<file path="config.mk">
export PLATFORM = sky130hd
export DESIGN_NAME = instr_encoder_flat
export DESIGN_NICKNAME = d
export VERILOG_FILES = /design/src/rtl/instr_encoder_pkg.sv /design/src/rtl/instr_encoder_if.sv /design/src/rtl/instr_enc_skid.sv /design/src/rtl/instr_encoder.sv /design/src/flat_wrapper.sv
export SDC_FILE = /design/constraint.sdc
export NUM_CORES = 1
export LEC_CHECK = 0
export ABC_AREA = 1
export CAP_MARGIN = 20
export CORE_MARGIN = 2
export CORE_UTILIZATION = 49
export DETAILED_ROUTE_END_ITERATION = 10
export PLACE_DENSITY = 0.88
export SYNTH_ARGS = -nofsm -noshare
export SYNTH_HDL_FRONTEND = slang
export SYNTH_SLANG_ARGS = --single-unit
</file>
<file path="constraint.sdc">
create_clock -name clk_i -period 2.26 [get_ports clk_i]
set_input_delay 0.452 -clock clk_i [delete_from_list [all_inputs] [get_ports clk_i]]
set_output_delay 0.452 -clock clk_i [all_outputs]
set_load 0.02 [all_outputs]
</file>
<file path="src/rtl/instr_encoder_pkg.sv">
// Shared definitions for the instruction encoder and the decode-stage immediate extractor.
// Holds the format codes, the base opcodes for each format, the canonical NOP word and the
// default immediate widths.
package instr_encoder_pkg;

   // Default widths: extractor output, short (I/S/L/B) immediate, J immediate.
   localparam int unsigned DefN  = 64;
   localparam int unsigned DefM  = 12;
   localparam int unsigned DefMJ = 20;

   // Request format codes; 5..7 are reserved and rejected.
   typedef enum logic [2:0] {
      FmtI = 3'd0,
      FmtS = 3'd1,
      FmtL = 3'd2,
      FmtB = 3'd3,
      FmtJ = 3'd4
   } fmt_e;

   localparam logic [6:0] OpcI = 7'b0010011;
   localparam logic [6:0] OpcS = 7'b0100011;
   localparam logic [6:0] OpcL = 7'b0000011;
   localparam logic [6:0] OpcB = 7'b1100011;
   localparam logic [6:0] OpcJ = 7'b1101111;

   // addi x0, x0, 0
   localparam logic [31:0] InstrNop = 32'h0000_0013;

endpackage

</file>
<file path="src/rtl/instr_encoder_if.sv">
// Request/response bundle of the instruction encoder.
//   req_*  : encode request (valid/ready), format, register fields, funct3, signed immediate
//   out_*  : encoded word (valid/ready), attached word address, reject flag
// master = request producer / word consumer, slave = encoder.
interface instr_encoder_if
   import instr_encoder_pkg::*;
#(
   parameter int unsigned N      = DefN,
   parameter int unsigned ADDR_W = 10
);
   logic              req_valid;
   logic              req_ready;
   logic [2:0]        req_fmt;
   logic [4:0]        req_rd;
   logic [4:0]        req_rs1;
   logic [4:0]        req_rs2;
   logic [2:0]        req_funct3;
   logic [N-1:0]      req_imm;

   logic              out_valid;
   logic              out_ready;
   logic [31:0]       out_instr;
   logic [ADDR_W-1:0] out_addr;
   logic              out_err;

   modport master (
      output req_valid, req_fmt, req_rd, req_rs1, req_rs2, req_funct3, req_imm, out_ready,
      input  req_ready, out_valid, out_instr, out_addr, out_err
   );

   modport slave (
      input  req_valid, req_fmt, req_rd, req_rs1, req_rs2, req_funct3, req_imm, out_ready,
      output req_ready, out_valid, out_instr, out_addr, out_err
   );

endinterface

</file>
<file path="src/rtl/instr_enc_skid.sv">
// Two-entry valid/ready buffer: an output register plus one skid entry.
//   clk_i, rst_i           : clock, synchronous active-high reset
//   in_valid_i/in_ready_o  : upstream handshake; in_ready_o is registered ("skid empty")
//   in_data_i              : upstream payload
//   out_valid_o/out_ready_i: downstream handshake
//   out_data_o             : downstream payload, held stable while stalled
module instr_enc_skid #(
   parameter int unsigned Width = 8
) (
   input  logic             clk_i,
   input  logic             rst_i,
   input  logic             in_valid_i,
   output logic             in_ready_o,
   input  logic [Width-1:0] in_data_i,
   output logic             out_valid_o,
   input  logic             out_ready_i,
   output logic [Width-1:0] out_data_o
);

   logic             out_valid_q, out_valid_d;
   logic [Width-1:0] out_data_q, out_data_d;
   logic             skid_valid_q, skid_valid_d;
   logic [Width-1:0] skid_data_q, skid_data_d;
   logic             ready_q;
   logic             in_fire;

   assign in_fire = in_valid_i & ready_q;

   always_comb begin
      out_valid_d  = out_valid_q;
      out_data_d   = out_data_q;
      skid_valid_d = skid_valid_q;
      skid_data_d  = skid_data_q;
      if (!out_valid_q || out_ready_i) begin
         // Output slot frees up: the skid entry is older, so it goes first. ready_q is low
         // whenever the skid is occupied, so no new request can arrive in that case.
         if (skid_valid_q) begin
            out_valid_d  = 1'b1;
            out_data_d   = skid_data_q;
            skid_valid_d = 1'b0;
         end else begin
            out_valid_d = in_fire;
            if (in_fire) begin
               out_data_d = in_data_i;
            end
         end
      end else if (in_fire) begin
         skid_valid_d = 1'b1;
         skid_data_d  = in_data_i;
      end
   end

   always_ff @(posedge clk_i) begin
      if (rst_i) begin
         out_valid_q  <= 1'b0;
         out_data_q   <= '0;
         skid_valid_q <= 1'b0;
         skid_data_q  <= '0;
         ready_q      <= 1'b1;
      end else begin
         out_valid_q  <= out_valid_d;
         out_data_q   <= out_data_d;
         skid_valid_q <= skid_valid_d;
         skid_data_q  <= skid_data_d;
         ready_q      <= ~skid_valid_d;
      end
   end

   assign in_ready_o  = ready_q;
   assign out_valid_o = out_valid_q;
   assign out_data_o  = out_data_q;

endmodule

</file>
<file path="src/rtl/instr_encoder.sv">
// Instruction encoder: packs format, registers, funct3 and a signed immediate into a 32-bit
// RV64 word and attaches a running word address. Inverse of the decode-stage extractor.
//   clk_i, rst_i  : clock, synchronous active-high reset
//   bus (slave)   : request in, encoded word / address / reject flag out
//   base_load_i   : load the address counter (only when nothing is buffered)
//   base_addr_i   : value loaded into the address counter
//   err_cnt_o     : saturating count of rejected requests
module instr_encoder
   import instr_encoder_pkg::*;
#(
   parameter int unsigned N      = DefN,
   parameter int unsigned M      = DefM,
   parameter int unsigned MJ     = DefMJ,
   parameter int unsigned ADDR_W = 10
) (
   input  logic              clk_i,
   input  logic              rst_i,
   instr_encoder_if.slave    bus,
   input  logic              base_load_i,
   input  logic [ADDR_W-1:0] base_addr_i,
   output logic [7:0]        err_cnt_o
);

   localparam int unsigned PayW = 32 + ADDR_W + 1;

   logic [N-1:0]      imm;
   logic [31:0]       enc;
   logic [31:0]       word;
   logic              fmt_ok, rng_ok, short_ok, long_ok, err;
   logic              in_fire, load_ok;
   logic [ADDR_W-1:0] addr_q, addr_d, acc_addr;
   logic [7:0]        err_cnt_q, err_cnt_d;
   logic [PayW-1:0]   pay_in, pay_out;

   assign imm = bus.req_imm;

   // In range when every bit from the top down to the field's sign bit agrees.
   assign short_ok = (&imm[N-1:M-1])  | ~(|imm[N-1:M-1]);
   assign long_ok  = (&imm[N-1:MJ-1]) | ~(|imm[N-1:MJ-1]);

   always_comb begin
      enc    = InstrNop;
      fmt_ok = 1'b1;
      rng_ok = short_ok;
      case (bus.req_fmt)
         FmtI: enc = {imm[11:0], bus.req_rs1, bus.req_funct3, bus.req_rd, OpcI};
         FmtL: enc = {imm[11:0], bus.req_rs1, bus.req_funct3, bus.req_rd, OpcL};
         FmtS: enc = {imm[11:5], bus.req_rs2, bus.req_rs1, bus.req_funct3, imm[4:0], OpcS};
         // imm is already in halfword units, so bit 0 of the value lands in instr[8].
         FmtB: enc = {imm[11], imm[9:4], bus.req_rs2, bus.req_rs1, bus.req_funct3,
                      imm[3:0], imm[10], OpcB};
         FmtJ: begin
            enc    = {imm[19], imm[9:0], imm[10], imm[18:11], bus.req_rd, OpcJ};
            rng_ok = long_ok;
         end
         default: fmt_ok = 1'b0;
      endcase
   end

   assign err  = ~(fmt_ok & rng_ok);
   assign word = err ? InstrNop : enc;

   // Address counter; a base load is only safe when no word is waiting with an old address.
   assign in_fire  = bus.req_valid & bus.req_ready;
   assign load_ok  = base_load_i & ~bus.out_valid & bus.req_ready;
   assign acc_addr = load_ok ? base_addr_i : addr_q;

   always_comb begin
      addr_d    = addr_q;
      err_cnt_d = err_cnt_q;
      if (in_fire) begin
         addr_d = acc_addr + ADDR_W'(1);
         if (err && (err_cnt_q != 8'hFF)) begin
            err_cnt_d = err_cnt_q + 8'd1;
         end
      end else if (load_ok) begin
         addr_d = base_addr_i;
      end
   end

   always_ff @(posedge clk_i) begin
      if (rst_i) begin
         addr_q    <= '0;
         err_cnt_q <= '0;
      end else begin
         addr_q    <= addr_d;
         err_cnt_q <= err_cnt_d;
      end
   end

   assign pay_in = {word, acc_addr, err};

   instr_enc_skid #(
      .Width (PayW)
   ) u_skid (
      .clk_i       (clk_i),
      .rst_i       (rst_i),
      .in_valid_i  (bus.req_valid),
      .in_ready_o  (bus.req_ready),
      .in_data_i   (pay_in),
      .out_valid_o (bus.out_valid),
      .out_ready_i (bus.out_ready),
      .out_data_o  (pay_out)
   );

   assign bus.out_instr = pay_out[PayW-1 -: 32];
   assign bus.out_addr  = pay_out[ADDR_W:1];
   assign bus.out_err   = pay_out[0];
   assign err_cnt_o     = err_cnt_q;

endmodule

</file>
<file path="src/flat_wrapper.sv">
// flat-port wrapper written by rule: the top's interface ports become plain ports
module instr_encoder_flat import instr_encoder_pkg::*;
#(
   parameter int unsigned N      = DefN,
   parameter int unsigned M      = DefM,
   parameter int unsigned MJ     = DefMJ,
   parameter int unsigned ADDR_W = 10
)
  (clk_i, rst_i, base_load_i, base_addr_i, err_cnt_o, bus_req_valid, bus_req_fmt, bus_req_rd, bus_req_rs1, bus_req_rs2, bus_req_funct3, bus_req_imm, bus_out_ready, bus_req_ready, bus_out_valid, bus_out_instr, bus_out_addr, bus_out_err);
  instr_encoder_if #(.N(N), .ADDR_W(ADDR_W)) bus_i ();
  input  logic clk_i;
  input  logic rst_i;
  input  logic base_load_i;
  input  logic [ADDR_W-1:0] base_addr_i;
  output logic [7:0] err_cnt_o;
  input wire logic [$bits(bus_i.req_valid)-1:0] bus_req_valid;
  input wire logic [$bits(bus_i.req_fmt)-1:0] bus_req_fmt;
  input wire logic [$bits(bus_i.req_rd)-1:0] bus_req_rd;
  input wire logic [$bits(bus_i.req_rs1)-1:0] bus_req_rs1;
  input wire logic [$bits(bus_i.req_rs2)-1:0] bus_req_rs2;
  input wire logic [$bits(bus_i.req_funct3)-1:0] bus_req_funct3;
  input wire logic [$bits(bus_i.req_imm)-1:0] bus_req_imm;
  input wire logic [$bits(bus_i.out_ready)-1:0] bus_out_ready;
  output wire logic [$bits(bus_i.req_ready)-1:0] bus_req_ready;
  output wire logic [$bits(bus_i.out_valid)-1:0] bus_out_valid;
  output wire logic [$bits(bus_i.out_instr)-1:0] bus_out_instr;
  output wire logic [$bits(bus_i.out_addr)-1:0] bus_out_addr;
  output wire logic [$bits(bus_i.out_err)-1:0] bus_out_err;
  assign bus_i.req_valid = bus_req_valid;
  assign bus_i.req_fmt = bus_req_fmt;
  assign bus_i.req_rd = bus_req_rd;
  assign bus_i.req_rs1 = bus_req_rs1;
  assign bus_i.req_rs2 = bus_req_rs2;
  assign bus_i.req_funct3 = bus_req_funct3;
  assign bus_i.req_imm = bus_req_imm;
  assign bus_i.out_ready = bus_out_ready;
  assign bus_req_ready = bus_i.req_ready;
  assign bus_out_valid = bus_i.out_valid;
  assign bus_out_instr = bus_i.out_instr;
  assign bus_out_addr = bus_i.out_addr;
  assign bus_out_err = bus_i.out_err;
  instr_encoder #(.N(N), .M(M), .MJ(MJ), .ADDR_W(ADDR_W)) u_core (.clk_i(clk_i), .rst_i(rst_i), .bus(bus_i), .base_load_i(base_load_i), .base_addr_i(base_addr_i), .err_cnt_o(err_cnt_o));
endmodule
</file>
Word-level counts from Yosys, hierarchy flattened
Index checks and enable logic that the tools add are counted.

word-level totals
  bits in registers = 107
  input bits = 100
  output and inout port bits = 53

operators by class
  add/sub/neg operators = 2
  equal/unequal tests = 5
  mux-type cells = 11
  bitwise operators = 12
  reductions and logical operators = 13

operators with widths
  kind                     number
  $pmux W32 S5             1
  $mux W43                 2
  $reduce_and A53 Y1       1
  $reduce_or A53 Y1        1
  $reduce_and A45 Y1       1
  $reduce_or A45 Y1        1
  $mux W32                 1
  $mux W10                 2
  $add A10 B1 Y10 const B  1
  $add A8 B1 Y8 const B    1
  $ne A8 B8 Y1 const B     1
  $eq A3 B2 Y1 const B     2
  $not A1 Y1               6
  $reduce_and A2 Y1        3
  $mux W1                  5
  $reduce_or A5 Y1         1
  $and A1 B1 Y1            4
  $eq A3 B1 Y1 const B     1
  $eq A3 B3 Y1 const B     1
  $logic_not A3 Y1         1
  $or A1 B1 Y1             2
  $reduce_bool A2 Y1       1
  $logic_and A1 B1 Y1      1
  $logic_not A1 Y1         1
  $logic_or A1 B1 Y1       1

Logic depth before layout (Yosys ltp)
  word-level depth = 8
  mapped depth = 14
  mapped depth without buffers = 13

Modules after synthesis
Synthesis repeated with hierarchy kept, for this count alone.

unflattened totals
  cell total of the unflattened synthesis = 1060
  area, all modules = 6303.5 sq um

by module, submodules not included
  module          times used  cells each  area each (sq um)  sequential area each (sq um)
  instr_enc_skid  1           653         4068.9             1781.7
  instr_encoder   1           407         2234.6             360.3

Worst setup path after synthesis
No wires, ideal clock.

  kind = flip-flop to flip-flop
  start point = register u_core.u_skid.ready_q, in the netlist u_core.u_skid.in_ready_o
  end point = register u_core.addr_q[8]
  setup time = 119 ps
  arrival time = 1791 ps
  setup slack = 350 ps
  stages on the path, launching flop included = 11
  path buffers = 0
  clock period less this slack = 1910 ps
  cell sequence = dfxtp_1 -> nand3_2 -> o21ai_1 -> ha_1 -> nand3_1 -> nor2_1 -> nand3_1 -> nor2_1 -> nand2_1 -> o21ai_0 -> a21oi_1

on the way
  longest elaborated chain between the ends = 4
  elaborated cells between the ends (all ways) = 5

RTL lines
  what                      RTL line              source
  start: declaration        instr_enc_skid.sv:24  logic ready_q;
  start signal: assignment  instr_enc_skid.sv:65  ready_q <= ~skid_valid_d;
  $and A1 B1 Y1             instr_encoder.sv:65   assign load_ok = base_load_i & ~bus.out_valid & bus.req_ready;
  $mux W10                  n/a
  net u_core.acc_addr[0]    instr_encoder.sv:31   logic [ADDR_W-1:0] addr_q, addr_d, acc_addr;
  $add A10 B1 Y10           instr_encoder.sv:72   addr_d = acc_addr + ADDR_W'(1);
  $mux W10                  instr_encoder.sv:71   if (in_fire) begin
  end signal: assignment    instr_encoder.sv:86   addr_q <= addr_d;
  end: declaration          instr_encoder.sv:31

The timed path passes the listed nets, and every way through them passes these cells.
A chain may end at the register's enable or synchronous reset.

Worst setup path after layout
  start point = input port bus_req_fmt[2]
  end point = register u_core.u_skid.out_data_q[15], in the netlist u_core.u_skid.out_data_o[15]

on the way
  longest elaborated chain between the ends = 7
  elaborated cells between the ends (all ways) = 13

RTL lines
  what                                        RTL line              source
  start: declaration                          flat_wrapper.sv:17    input wire logic [$bits(bus_i.req_fmt)-1:0] bus_req_fmt;
  $eq A3 B2 Y1, or another cell as far along  instr_encoder.sv:45   case (bus.req_fmt)
  $reduce_or A5 Y1 (no source line)           n/a
  $mux W1                                     instr_encoder.sv:45
  $and A1 B1 Y1                               instr_encoder.sv:60   assign err = ~(fmt_ok & rng_ok);
  $mux W32 *                                  instr_encoder.sv:61   assign word = err ? InstrNop : enc;
  $mux W43 *                                  instr_enc_skid.sv:43  if (in_fire) begin
  $mux W43 *                                  instr_enc_skid.sv:37  if (skid_valid_q) begin
  end signal: assignment                      instr_enc_skid.sv:62  out_data_q <= out_data_d;
  end: declaration                            instr_enc_skid.sv:21  logic [Width-1:0] out_data_q, out_data_d;

Mark *: on every way between the ends. The rest lies on a longest branch, timed or not. The select of a mux whose other input is x is not followed.

==> reports/metrics.csv <==
metric,value,unit
clkLatencyLatePin,0.35,ns
chipHeight,111,um
rows,38,
fillers,895,
grt_max_degree,59,
antenna_found_initial,0,
finalWirelength,15.7,mm
gr-usage-all-layers,0.250,
crit_path_end_kind,flip-flop,
dp.cells,1149,
setup_violations,0,
critPathLaunchType,input port,
synth_area,5590,um2
post_cts_buffers,0,
pwr-share-comb,0.205,
via_per_inst,5.25,
cts_made_buffers,9,
ir_worst_vdd,0.000353,V
yosys_most_used_dff,dfxtp_1,
slew_headroom,0.670,
reg2reg_slack,0.40,ns
cts-hold-fix-buffers,0,
synthCells,845,
dp_hpwl,11.4,mm
start_util,0.509,
power.share.clock,0.364,
clk_transition_reported_paths,0.08,ns
grt_pass1_wl,26.0,mm
swShare,0.281,
gp_congestion,0.900,
cts_resized,0,
final_common_cell,nand2_1,
crit_required,2.47,ns
nets,1122,
reg2regPathDepth,12,
die_w,111,um
drv_slew,0,
layout_common_cells,"209 x nand2_1, 151 x clkdlybuf4s50_1, 145 x nor2_1",
fp.dieArea,12300,um2
drcViolationCount,0,
clock_skew,0.0116,ns
period_share,0.918,
p_seq_frac,0.432,
drt-pass1-iter-count,5,
r2r-end,u_core.addr_q[8],
critPathKind,input port to flip-flop,
rsz0062_at_grt,false,
vias,6119,
ant_nets,0,
avgSynthCellArea,6.61,um2
final_cells,1165,
wl_per_cell,13.4,um
synthDistinctLibCells,38,
leakagePower,3.43,nW
min_delay_path_depth,4,
hold_viol_final,0,
cts_tree,built,
fmax,482,MHz
htree_num_levels,3,
overflow,0,
clk_path_buf_depth,2,
drt_iter0_markers,386,
p_sw,1.26,mW
power_density,565,nW/um2
p_int,3.22,mW
ios,153,
rr_startpoint,u_core.u_skid.in_ready_o,
hp-class,input port to flip-flop,
async_reset_ff_frac,0,
io_buffers,152,
syn_to_final_growth,41.9,%
worstPathArrival,2.29,ns
holdPathEnd,u_core.err_cnt_o[1],
min-delay-start,rst_i,
status,completed,
cts.sinks,103,
synth_nets,947,
synth-seq-area-share,0.369,
period_needed,2.07,ns
coreArea,11000,um2
root_buffer,clkbuf_16,
drive_above_1_share,0.110,
first_global_vias,5646,
yosys_warnings,0,
synth_edf_count,0,
cap_viol_max_count,0,
worst_pin_slew,0.495,ns
ys_seq_elements,103,
fin_tns_setup,0,ns
n_antenna_cell,0,
path_max_fanout,24,
==> worst max-delay path, stage by stage <==
cell and delay [ns]:
clkdlybuf4s50_1 0.55, inv_4 0.15, nand2_2 0.07, nor2_2 0.21, nor3_4 0.08, nand2_2 0.10
buf_12 0.18, nand2_1 0.07, nor2_1 0.18, nand3_1 0.10, nand2_1 0.08, a21oi_1 0.06
==> power groups by stage <==
stage               clock network (mW)  logic, mW  registers (mW)
floorplan                            0      0.418            2.01
global placement                     0      0.884            1.97
detailed placement                   0      0.901            1.97
CTS                               1.66      0.912            1.93
global route                      1.71       1.00            1.94
finish                            1.63      0.916            1.93
==> cell families (layout without fill, tap and decap cells) <==
group / count (synthesis) / after routing / share of synthesized area
simple gates: 430 / 430 / 0.338
compound gates: 197 / 197 / 0.190
buf+inv: 105 / 285 / 0.0860
flops: 103 / 103 / 0.369
xor+xnor: 6 / 6 / 0.00941
fa+ha+maj: 2 / 2 / 0.00448
mux: 2 / 2 / 0.00358
==> Yosys cell counts, types with 3 or more instances <==
cell type | number | area (um2)
nor3_1 | 4 | 20.0
buf_4 | 4 | 30.0
inv_1 | 51 | 191
nand4_2 | 10 | 125
clkbuf_1 | 34 | 128
nor2_2 | 3 | 18.8
o21a_1 | 3 | 22.5
buf_6 | 7 | 78.8
a22o_1 | 7 | 61.3
a21oi_1 | 103 | 515
nand2_2 | 3 | 18.8
nor2_1 | 147 | 552
o221ai_1 | 4 | 35.0
xor2_1 | 5 | 43.8
o21ai_0 | 64 | 320
nand4_1 | 21 | 131
o21ai_1 | 6 | 30.0
o211ai_1 | 7 | 52.6
nand2_1 | 210 | 788
nand3_1 | 21 | 105
nand3_2 | 3 | 30.0
dfxtp_1 | 103 | 2060
==> cell type report <==
class	instances	area, um2	share of cell area
inverter	55	211	0.0267
clock buffer	9	225	0.0284
clock inverter	7	87.6	0.0111
sequential	103	2060	0.260
multi-input combinational	637	3060	0.386
tap	140	175	0.0221
timing repair buffer	214	2110	0.266
==> metal layers <==
layer	vias up	global-route usage	wire [um]
met5	-	0	0
met4	0	0.0825	315
met3	28	0.0465	1060
met2	234	0.424	7600
met1	2723	0.320	6680
li1	3134	-	-
==> registers in the layout, summed over array words and instances (netlist names) <==
register / count
u_core.u_skid.skid_data_q: 41
u_core.u_skid.out_valid_o: 1
u_core.err_cnt_o: 8
u_core.u_skid.in_ready_o: 1
u_core.u_skid.skid_valid_q: 1
u_core.addr_q: 10
u_core.u_skid.out_data_o: 41
==> through the flow <==
step	hold WS [ns]	total power [mW]	cell area (um2)	util	setup WS, ns
floorplan	0.442	2.43	5590	-	0.350
finish	0.406	4.48	7920	0.721	0.185
global placement	0.453	2.85	7610	0.693	-0.0801
detailed placement	0.456	2.87	7610	0.693	-0.150
global route	0.428	4.66	7920	0.721	0.00923
CTS	0.396	4.50	7920	0.721	0.195
==> worst max path at each step <==
stage                        startpoint  slack, ns                      endpoint
3_3_place_gp            bus_req_imm[14]      -0.08           u_core.err_cnt_o[0]
4_1_cts                  bus_req_fmt[2]       0.20           u_core.err_cnt_o[5]
5_1_grt                 bus_req_imm[19]      0.009           u_core.err_cnt_o[5]
2_1_floorplan  u_core.u_skid.in_ready_o       0.35              u_core.addr_q[8]
6_report                 bus_req_fmt[2]       0.19  u_core.u_skid.out_data_o[15]
3_5_place_dp             bus_req_fmt[2]      -0.15  u_core.u_skid.out_data_o[15]
(Power assumes the default switching activity.)
==> patch, RTL diff (same settings) <==
Change the package constant `DefN` from 64 to 32.
--- a/src/rtl/instr_encoder_pkg.sv
+++ b/src/rtl/instr_encoder_pkg.sv
@@ -5,5 +5,5 @@
 
    // Default widths: extractor output, short (I/S/L/B) immediate, J immediate.
-   localparam int unsigned DefN  = 64;
+   localparam int unsigned DefN  = 32;
    localparam int unsigned DefM  = 12;
    localparam int unsigned DefMJ = 20;
Ports: changed (resized bus_req_imm); port bits go from 153 to 121. The function was not compared with the original's and may differ.
==> patch against the original RTL <==
  * Global-route usage is 1.1 points higher
  * Final cell count fell by 17%
  * Setup slack better by 0.12 ns
  * Cell area decreased by 16%
  * Critical endpoint is now u_core.addr_q[8]$_SDFF_PP0_
  * Routed wire length fell by 9.6%
  * Sequential cell count unchanged
  * Synthesized area decreased by 8.8%
  * Total power shrank 11%
==> patch: results (changes against the original RTL) <==
reg2reg setup slack: 0.43 ns (+0.03 ns)
CP arrival: 2.23 ns (-0.06 ns)
Clock Latency Late Sink: 0.37 ns (+0.02 ns)
number of port buffers: 120 (-21%)
worst-margin pin slew: 0.726 ns (+0.231 ns)
drt via density: 5.53 (+5.4%)
Cells after Synth: 727 (-14%)
HP Class: reg2reg
first-pass GRT wire length: 24.2 mm (-6.9%)
top cells by instance count after synthesis: a21oi_1, nand2_1, dfxtp_1, o21ai_0, nand3_1
filler instances: 892 (-0.34%)
routed length per placed instance: 14.6 um (+8.5%)
layout cells sized above 1: 7.78% (-3.2 points)
router iterations before antenna repair: 7 (+2)
worst clock skew: 0.00846 ns (-0.00312 ns)
CTS clk-pin slew, worst paths: 0.10 ns (+0.02 ns)
Nets: 900 (-20%)
Cell Area, Placed: 6460 sq um (-15%)
post-synthesis sequential area ratio: 40.5% (+3.6 points)
worst r2r src: u_core.u_skid.skid_valid_q$_SDFF_PP0_
All-Layer GR Usage: 26.1% (+1.1 points)
top cells by area, synth: dfxtp_1, a21oi_1, nand2_1
Mapped Nets: 797 (-16%)
top-count cell post-synth: a21oi_1
Placed Cells: 955 (-17%)
status: complete, no violations
vias in the first global route: 5129 (-9.2%)
synth unique cells: 30 (-21%)
## patch: worst max-delay path: stages
cell	delay, ns
clkdlybuf4s50_1	0.54
nand3_4	0.15
nand2_1	0.11
nand2_1	0.08
inv_1	0.09
ha_1	0.18
nand3_2	0.10
nor2_2	0.16
nand2_1	0.11
o21ai_0	0.19
a21oi_1	0.07
## patch: worst paths after layout
kind	cells after the start	end
worst min-delay path	2	u_core.u_skid.skid_data_q[12]$_SDFFE_PP0P_
worst max-delay path	11	u_core.addr_q[8]$_SDFF_PP0_
worst min register to register	2	u_core.u_skid.skid_data_q[12]$_SDFFE_PP0P_
worst max register to register	6	u_core.u_skid.out_data_o[16]$_SDFFE_PP0P_
## patch: through the flow
stage	hold slack, ns	worst slack, ns	setup TNS, ns
global placement	0.453	0.0222	0
detailed placement	0.468	-0.0334	-0.0655
global route	0.521	0.158	0
finish	0.487	0.302	0
CTS	0.490	0.299	0
floorplan	0.442	0.468	0
## patch: power breakdown
part | switching [mW] | internal, mW
Combinational | 0.469 | 0.374
Clock | 0.645 | 0.514
Sequential | 0.0555 | 1.92
## patch: final cells by class
class                           count  area, sq um  area share (%)
Inverter                           49          184            2.76
Timing Repair Buffer              148         1470            22.1
Multi-Input combinational cell    519         2570            38.7
Clock inverter                      5         58.8           0.884
Tap cell                          136          170            2.56
Clock buffer                       11          131            1.97
Sequential cell                   103         2060            31.0
## patch: cell families after synthesis
family | count (synthesis) | share of synthesized area, %
buffers and inverters | 105 | 9.09
XOR/XNOR | 6 | 1.03
adder cells (fa/ha/maj) | 2 | 0.491
flip-flops | 103 | 40.5
AO/OA/AOI/OAI | 246 | 25.2
AND/OR/NAND/NOR | 265 | 23.7
## patch: metal layers
layer / up-vias / global-route usage, % / wire, um
met5: - / 0 / 0
met4: 0 / 9.77 / 291
met3: 26 / 4.41 / 895
met2: 186 / 44.2 / 6760
met1: 2472 / 33.4 / 6230
li1: 2690 / - / -
